`src/rtl/uart_tx_arbiter.sv`:
```
// uart_tx_arbiter: round-robin share of one UART byte transmitter between CPU and FPGA word producers
module uart_tx_arbiter #(
  parameter int          DATA_W   = 32,
  parameter bit          HDR_EN   = 1'b1,
  parameter logic [7:0]  HDR_BASE = 8'hA0
) (
  input  logic              clk,
  input  logic              reset,
  input  logic              cpu_valid,
  input  logic [DATA_W-1:0] cpu_data,
  output logic              cpu_ready,
  input  logic              fpga_valid,
  input  logic [DATA_W-1:0] fpga_data,
  output logic              fpga_ready,
  output logic              tx_valid,
  output logic [7:0]        tx_data,
  input  logic              tx_ready,
  output logic              busy,
  output logic              cur_src
);
  localparam int NB = DATA_W / 8;
  localparam int CW = (NB > 1) ? $clog2(NB) : 1;
  localparam logic [1:0] IDLE = 2'd0;
  localparam logic [1:0] HDR  = 2'd1;
  localparam logic [1:0] DATA = 2'd2;
  logic [1:0]        state;
  logic [CW-1:0]     cnt;
  logic              prio;
  logic [DATA_W-1:0] shreg;
  logic [DATA_W-1:0] shifted;
  logic [DATA_W-1:0] word;
  logic              take;
  logic              sent;
  logic              last;
  // Grant in IDLE only; contention resolved by prio, and nothing is granted while reset is held
  always_comb begin
    cpu_ready  = reset && (state == IDLE) && cpu_valid && (!fpga_valid || !prio);
    fpga_ready = reset && (state == IDLE) && fpga_valid && (!cpu_valid || prio);
    take       = (cpu_valid && cpu_ready) || (fpga_valid && fpga_ready);
    word       = fpga_ready ? fpga_data : cpu_data;
    shifted    = shreg << 8;
    sent       = tx_valid && tx_ready;
    last       = cnt == CW'(NB - 1);
    busy       = state != IDLE;
  end
  // Frame sequencer: the next byte is loaded into the tx register only when the current one is taken
  always_ff @(posedge clk or negedge reset) begin
    if (!reset) begin
      state    <= IDLE;
      cnt      <= '0;
      prio     <= 1'b0;
      shreg    <= '0;
      tx_valid <= 1'b0;
      tx_data  <= '0;
      cur_src  <= 1'b0;
    end else if (state == IDLE) begin
      if (take) begin
        shreg    <= word;
        cur_src  <= fpga_ready;
        prio     <= !fpga_ready;
        cnt      <= '0;
        tx_valid <= 1'b1;
        state    <= HDR_EN ? HDR : DATA;
        tx_data  <= HDR_EN ? {HDR_BASE[7:1], fpga_ready} : word[DATA_W-1 -: 8];
      end
    end else if (sent) begin
      if (state == HDR) begin
        state   <= DATA;
        tx_data <= shreg[DATA_W-1 -: 8];
      end else if (last) begin
        state    <= IDLE;
        tx_valid <= 1'b0;
        tx_data  <= '0;
      end else begin
        cnt     <= cnt + 1'b1;
        shreg   <= shifted;
        tx_data <= shifted[DATA_W-1 -: 8];
      end
    end
  end
endmodule

```
`config.mk`:
```
export PLATFORM = sky130hd
export DESIGN_NAME = uart_tx_arbiter
export DESIGN_NICKNAME = d
export VERILOG_FILES = /design/src/rtl/uart_tx_arbiter.sv
export SDC_FILE = /design/constraint.sdc
export NUM_CORES = 1
export LEC_CHECK = 0
export ABC_AREA = 1
export CORE_ASPECT_RATIO = 1.2
export CORE_MARGIN = 4
export CORE_UTILIZATION = 25
export DETAILED_ROUTE_END_ITERATION = 16
export DONT_BUFFER_PORTS = 1
export SETUP_SLACK_MARGIN = 0.4
export SYNTH_ARGS = -nofsm -noshare
export SYNTH_HDL_FRONTEND = slang
export SYNTH_SLANG_ARGS = --single-unit
```
`constraint.sdc`:
```
create_clock -name clk -period 3.6 [get_ports clk]
set_input_delay 0.72 -clock clk [delete_from_list [all_inputs] [get_ports clk]]
set_output_delay 0.72 -clock clk [all_outputs]
set_load 0.01 [all_outputs]
```
# After elaboration in Yosys (flattened, before gate mapping)
# Index checks and enable logic that the tools add are counted.
dict set report op_classes {
  add_sub_neg 1
  n_eq_ne 5
  mux 26
  n_reduce_logical 25
}
# cell count
set op_table {}
lappend op_table {{2-to-1 mux 32 bit} 6}
lappend op_table {{2-to-1 mux 8 bit} 5}
lappend op_table {{2-to-1 mux 2 bit} 10}
lappend op_table {{logical AND 1 bit} 8}
lappend op_table {{AND reduction 4 bit} 2}
lappend op_table {{nonzero test 2 bit} 3}
lappend op_table {{2-to-1 mux 1 bit} 5}
lappend op_table {{zero test 1 bit} 4}
lappend op_table {{!= test 2 bit, second input constant} 2}
lappend op_table {{AND reduction 2 bit} 2}
lappend op_table {{logical OR 1 bit} 3}
lappend op_table {{AND reduction 3 bit} 1}
lappend op_table {{nonzero test 3 bit} 1}
lappend op_table {{adder 2 x 1 -> 2 bit, second input constant} 1}
lappend op_table {{== test 2 x 1 -> 1 bit, second input constant} 1}
lappend op_table {{== test 2 bit, second input constant} 1}
lappend op_table {{zero test 2 bit} 1}
lappend op_table {{!= test 2 x 1 -> 1 bit, second input constant} 1}
dict set report word_totals {
  ff_bits 47
  out_inout_bits 13
}

# Logic depth before layout (Yosys ltp)
dict set report logic_depth {
  word_depth 8
  mapped_depth 11
}

# Worst setup path after synthesis
# No wires, ideal clock.
dict set report synth_timing {
  path_type {in2out}
  from {input fpga_valid}
  to {output fpga_ready}
  arrival_ns 1.212
  required_time_ns 2.880
  setup_slack_ns 1.668
  path_stages 3
  n_path_buf 0
  cell_sequence {a21boi_2 > nand2_4 > inv_2}
}
dict set report synth_via {
  elab_chain_len 2
}
# item line
set synth_lines {}
lappend synth_lines {{from (decl)} 12} ;# input logic fpga_valid,
lappend synth_lines {{logical AND 1 bit (2 in a row)} 38} ;# fpga_ready = reset && (state == IDLE) && fpga_valid && (!cpu_valid || prio);
lappend synth_lines {{to (decl)} 14} ;# output logic fpga_ready,
# No other way between the ends.

# Worst setup path after layout
dict set report layout_timing {
  from {register state[1]}
  to {output fpga_ready}
}
dict set report layout_via {
  elab_chain_len 4
}
# item line
set layout_lines {}
lappend layout_lines {{from (decl)} 26} ;# logic [1:0] state;
lappend layout_lines {{from (signal assigned)} 63} ;# state <= HDR_EN ? HDR : DATA;
lappend layout_lines {{zero test 2 bit} 38}
lappend layout_lines {{logical AND 1 bit (3 in a row)} 38}
# No other way between the ends.

==> flow_results.org <==
** Worst setup path
- Required time of the worst setup path :: between 2000 and 3000 ps
- In this design, the stage delay of the slowest critical-path cell is 480 ps.
- The signal on the critical path passes through inv_2, nand2_4, nor2_8, nand2_4, inv_2.
- The worst register-to-register path begins at state[1]$_DFFE_PN0P_.
- Of all nets on the critical path, the largest fanout is 43.
- The worst register-to-register path has a setup slack of roughly 800 ps.
- The worst setup path is launched from a flop.
- The critical path in this run is classified as flop to output port.
- Category of cells accounting for the largest share of critical-path delay :: simple AND/OR/NAND/NOR gates
- FF-to-FF End :: shreg[25]$_DFFE_PN0P_
- The number of cells on the worst reg-to-reg path is 9.
- Critical path buffers and inverters :: 2
- Arrival time worst endpoint :: around 2100 ps
- Cell with the biggest individual delay on the critical path :: dfrtp_1
- CP Capture Type :: output port

** Floorplan
- The die covers ~13,000 sq um.
- During I/O placement, the number of pins put on the boundary was 82.
- Initial core utilization :: 0.259
- Die span in y :: ~130 um
- The die is between 100 and 150 um wide.
- The floorplan has 42 rows.
- After floorplanning, the core was sized to cover 11,100 sq um.

** Power and ir drop
- The share of total power dissipated in combinational logic is 0.436.
- The internal power of the cells totals roughly 1400 uW.
- The share of total power dissipated in sequential elements is 0.382.
- Peak supply drop :: 0.239 mV
- Of the total power, the share spent switching nets is 0.455.
- Leakage component of the power :: ~0.0018 uW
- Power per Cell Area :: 798 nW/um^2
- Clock network power share :: 0.182
- Net load switching power :: ~1100 uW
- Total power for the finished layout comes to 2480 uW.

** Placed design
- Summed over all nets, the half-perimeter wirelength after detailed placement is 5830 um.
- The congestion estimate from routability-driven global placement came to approximately 0.82.
- Input and output buffers added on the ports amount to 0.

** Clock tree
- Once the clock tree was built, the resizer swapped 0 gates to a different size.
- TritonCTS built the clock tree.
- H-tree lvl count :: 2
- For the worst-skew pair, the clock arrives at the later sink with an insertion delay of about 290 ps.
- Clock tree synthesis selected as its root buffer the cell clkbuf_16.
- Buffers from clock root to sink, at most :: 2
- The clock net in this run drives a total of 47 sinks.
- Setup Fix Bufs, Post-CTS :: 0
- Clock tree synthesis inserted a total of 5 buffers.
- The number of hold buffers added after CTS was 0.
- Clock-pin slew was measured on the worst setup and hold paths at 60 ps.

** GRT
- Overflow after GRT :: 0
- Vias in the first global route :: between 2,000 and 3,000
- Entering global routing, the biggest net connects 50 pins.
- The number of antenna violations at the first check in global routing came to 0.
- First-pass GRT wire length :: about 13,000 um
- Total Routing Usage GR :: 0.121

** Timing
- Remaining max-slew budget at the tightest pin :: 0.411
- Total of endpoints with negative setup slack in the final report :: 0
- Derived from the worst setup path, the maximum achievable clock frequency is ~0.35 GHz.
- The worst path in the final design needs a cycle of about 2800 ps, including I/O delays and setup.
- The final max-slew violation count is 0.
- Worst clock skew on the final layout :: approximately 6.0 ps
- Total negative slack :: 0 ps
- Transition time at the pin with the least slew margin :: 880 ps
- RSZ-0062 raised after global routing :: no
- The number of endpoints with negative hold slack in the final report came to 0.
- In the finished design, the share of the clock period the worst path needs comes to 0.787.

** Yosys
- A synthesized cell averages 6.59 sq um.
- In the post-synthesis netlist, the cell with the most instances is nand2_1.
- Synthesis handed over a netlist of roughly 440 instances.
- Adder-cell area share of the yosys netlist :: 0.00434
- Synthesis produced a netlist with a net count of about 510.
- Synth Flop Type :: dfrtp_1
- Dominant cells by area after synthesis :: dfrtp_1 (41%), nand2_1 (26%), nand3_1 (11%), inv_1 (7.6%), o21ai_0 (3.1%)
- Flip-flop and latch count after synthesis :: 47
- Leading post-synthesis cells by instance count :: nand2_1 (200), nand3_1 (65), inv_1 (58)
- Post-synthesis cell type count :: 23
- The compound-gate portion of the synthesized area is 0.0474.
- Multiplexer area fraction after synthesis :: 0
- Asr flop ratio synth :: 1.00
- The share of the Yosys chip area taken by registers is 0.408.
- The share of synthesized area in the top cell type comes to 0.408.
- Yosys mapped a number of flops with a built-in enable equal to 0.
- Main combinational cell family by area after synthesis :: simple AND/OR/NAND/NOR gates
- Mapped cell area :: 2880 sq um
- Summed over all instances, the cell type with the most area after synthesis is dfrtp_1.
- Simple-Gate Fraction of Synth Area :: 0.415
- Of the total synthesized cell area, the portion taken by XOR and XNOR cells is 0.
- For this run, the number of Yosys warnings is 0.

** Layout
- Inserted Diodes :: 0
- Fraction of final layout cells with drive strength greater than 1 :: 0.0566
- For this run, the post-layout net count is between 400 and 500.
- From synthesis to final layout, the design area changed by 7.86%.

** Drt
- After detailed routing, the average wire length per cell comes to about 13 um.
- The count of nets left with antenna violations once routing finished came out at 0.
- Summed over all layers, the routed wires come to roughly 7800 um.
- Detailed routing inserted a total of 2,574 vias.
- Dividing the detail-routed via count by the number of cells gives about 4.5.
- The pre-antenna-repair detailed-routing pass consisted of 4 iterations.
- In this run, the number of DRC markers left after iteration 0 of detailed routing was 165.
- After detailed routing, the number of remaining DRC violations is 0.

** Job
- Max-cap violations in this run came to 0.

** Min path
- Class of the worst hold path :: input pin to asynchronous set/reset pin

** Run status
- The run finished with clean final reports.
kinds of logic (layout without fill, tap and decap cells):
family	Yosys count	after routing
buffers and inverters	86	73
adders and majority gates	1	1
and+or+nand+nor	278	278
AOI/OAI and AO/OA	25	25
DFF	47	47
metal layers:
metal / global-route usage / vias up / wire length [um]
met1: 0.153 / 1179 / 3480
met2: 0.208 / 76 / 3760
met4: 0.0274 / 0 / 133
met3: 0.0289 / 15 / 404
met5: 0 / - / 0
li1: - / 1304 / -
cell usage in the layout (no fill, tap or decap), drive strengths merged:
master,Yosys,layout
buf,18,2
a21boi,1,1
a21oi,2,2
clkbuf,5,5
o211ai,2,2
nor2,6,6
nand4,1,1
o21ai,20,20
nand3,67,67
or2,1,1
dfrtp,47,47
clkinv,1,4
ha,1,1
inv,62,62
nand2,203,203
how the worst max path moves through the flow:
stage / depth (start not counted) / slack (ps) / from / endpoint
after floorplan: 3 / 1670 / fpga_valid / fpga_ready
after global placement: 9 / 920 / state[1]$_DFFE_PN0P_ / shreg[24]$_DFFE_PN0P_
after detailed placement: 9 / 800 / state[1]$_DFFE_PN0P_ / shreg[25]$_DFFE_PN0P_
after CTS: 5 / 760 / state[1]$_DFFE_PN0P_ / fpga_ready
after global routing: 9 / 480 / state[1]$_DFFE_PN0P_ / shreg[31]$_DFFE_PN0P_
final: 5 / 770 / state[1]$_DFFE_PN0P_ / fpga_ready
metrics by stage:
stage | utilization | instances | cell area, sq um | setup slack [ps] | hold slack, ps
after CTS | 0.279 | 578 | 3110 | 761 | 117
final | 0.279 | 578 | 3110 | 767 | 123
after detailed placement | 0.266 | 570 | 2970 | 803 | 428
after global routing | 0.279 | 578 | 3110 | 480 | 113
after floorplan | - | 437 | 2880 | 1670 | 424
after global placement | 0.266 | 570 | 2970 | 922 | 428
flip-flops by register name, indices dropped and copies added, names as in the netlist:
name,count
state,2
shreg,32
cur_src,1
prio,1
tx_valid,1
cnt,2
tx_data,8
power groups by stage:
stage	clock [uW]	sequential, uW	combinational [uW]
6_report	450	948	1080
3_5_place_dp	0	961	1090
4_1_cts	461	951	1100
5_1_grt	476	983	1280
3_3_place_gp	0	954	1060
2_1_floorplan	0	889	945
cell type report:
class                   instances  area (sq um)
clock buffers                   5           125
clock inverters                 3          15.0
fillers                      1290          8030
inverters                      63           236
multi-input cells             304          1350
flip-flops and latches         47          1180
well taps                     154           193
repair buffers                  2          15.0
(Power assumes the default switching activity.)
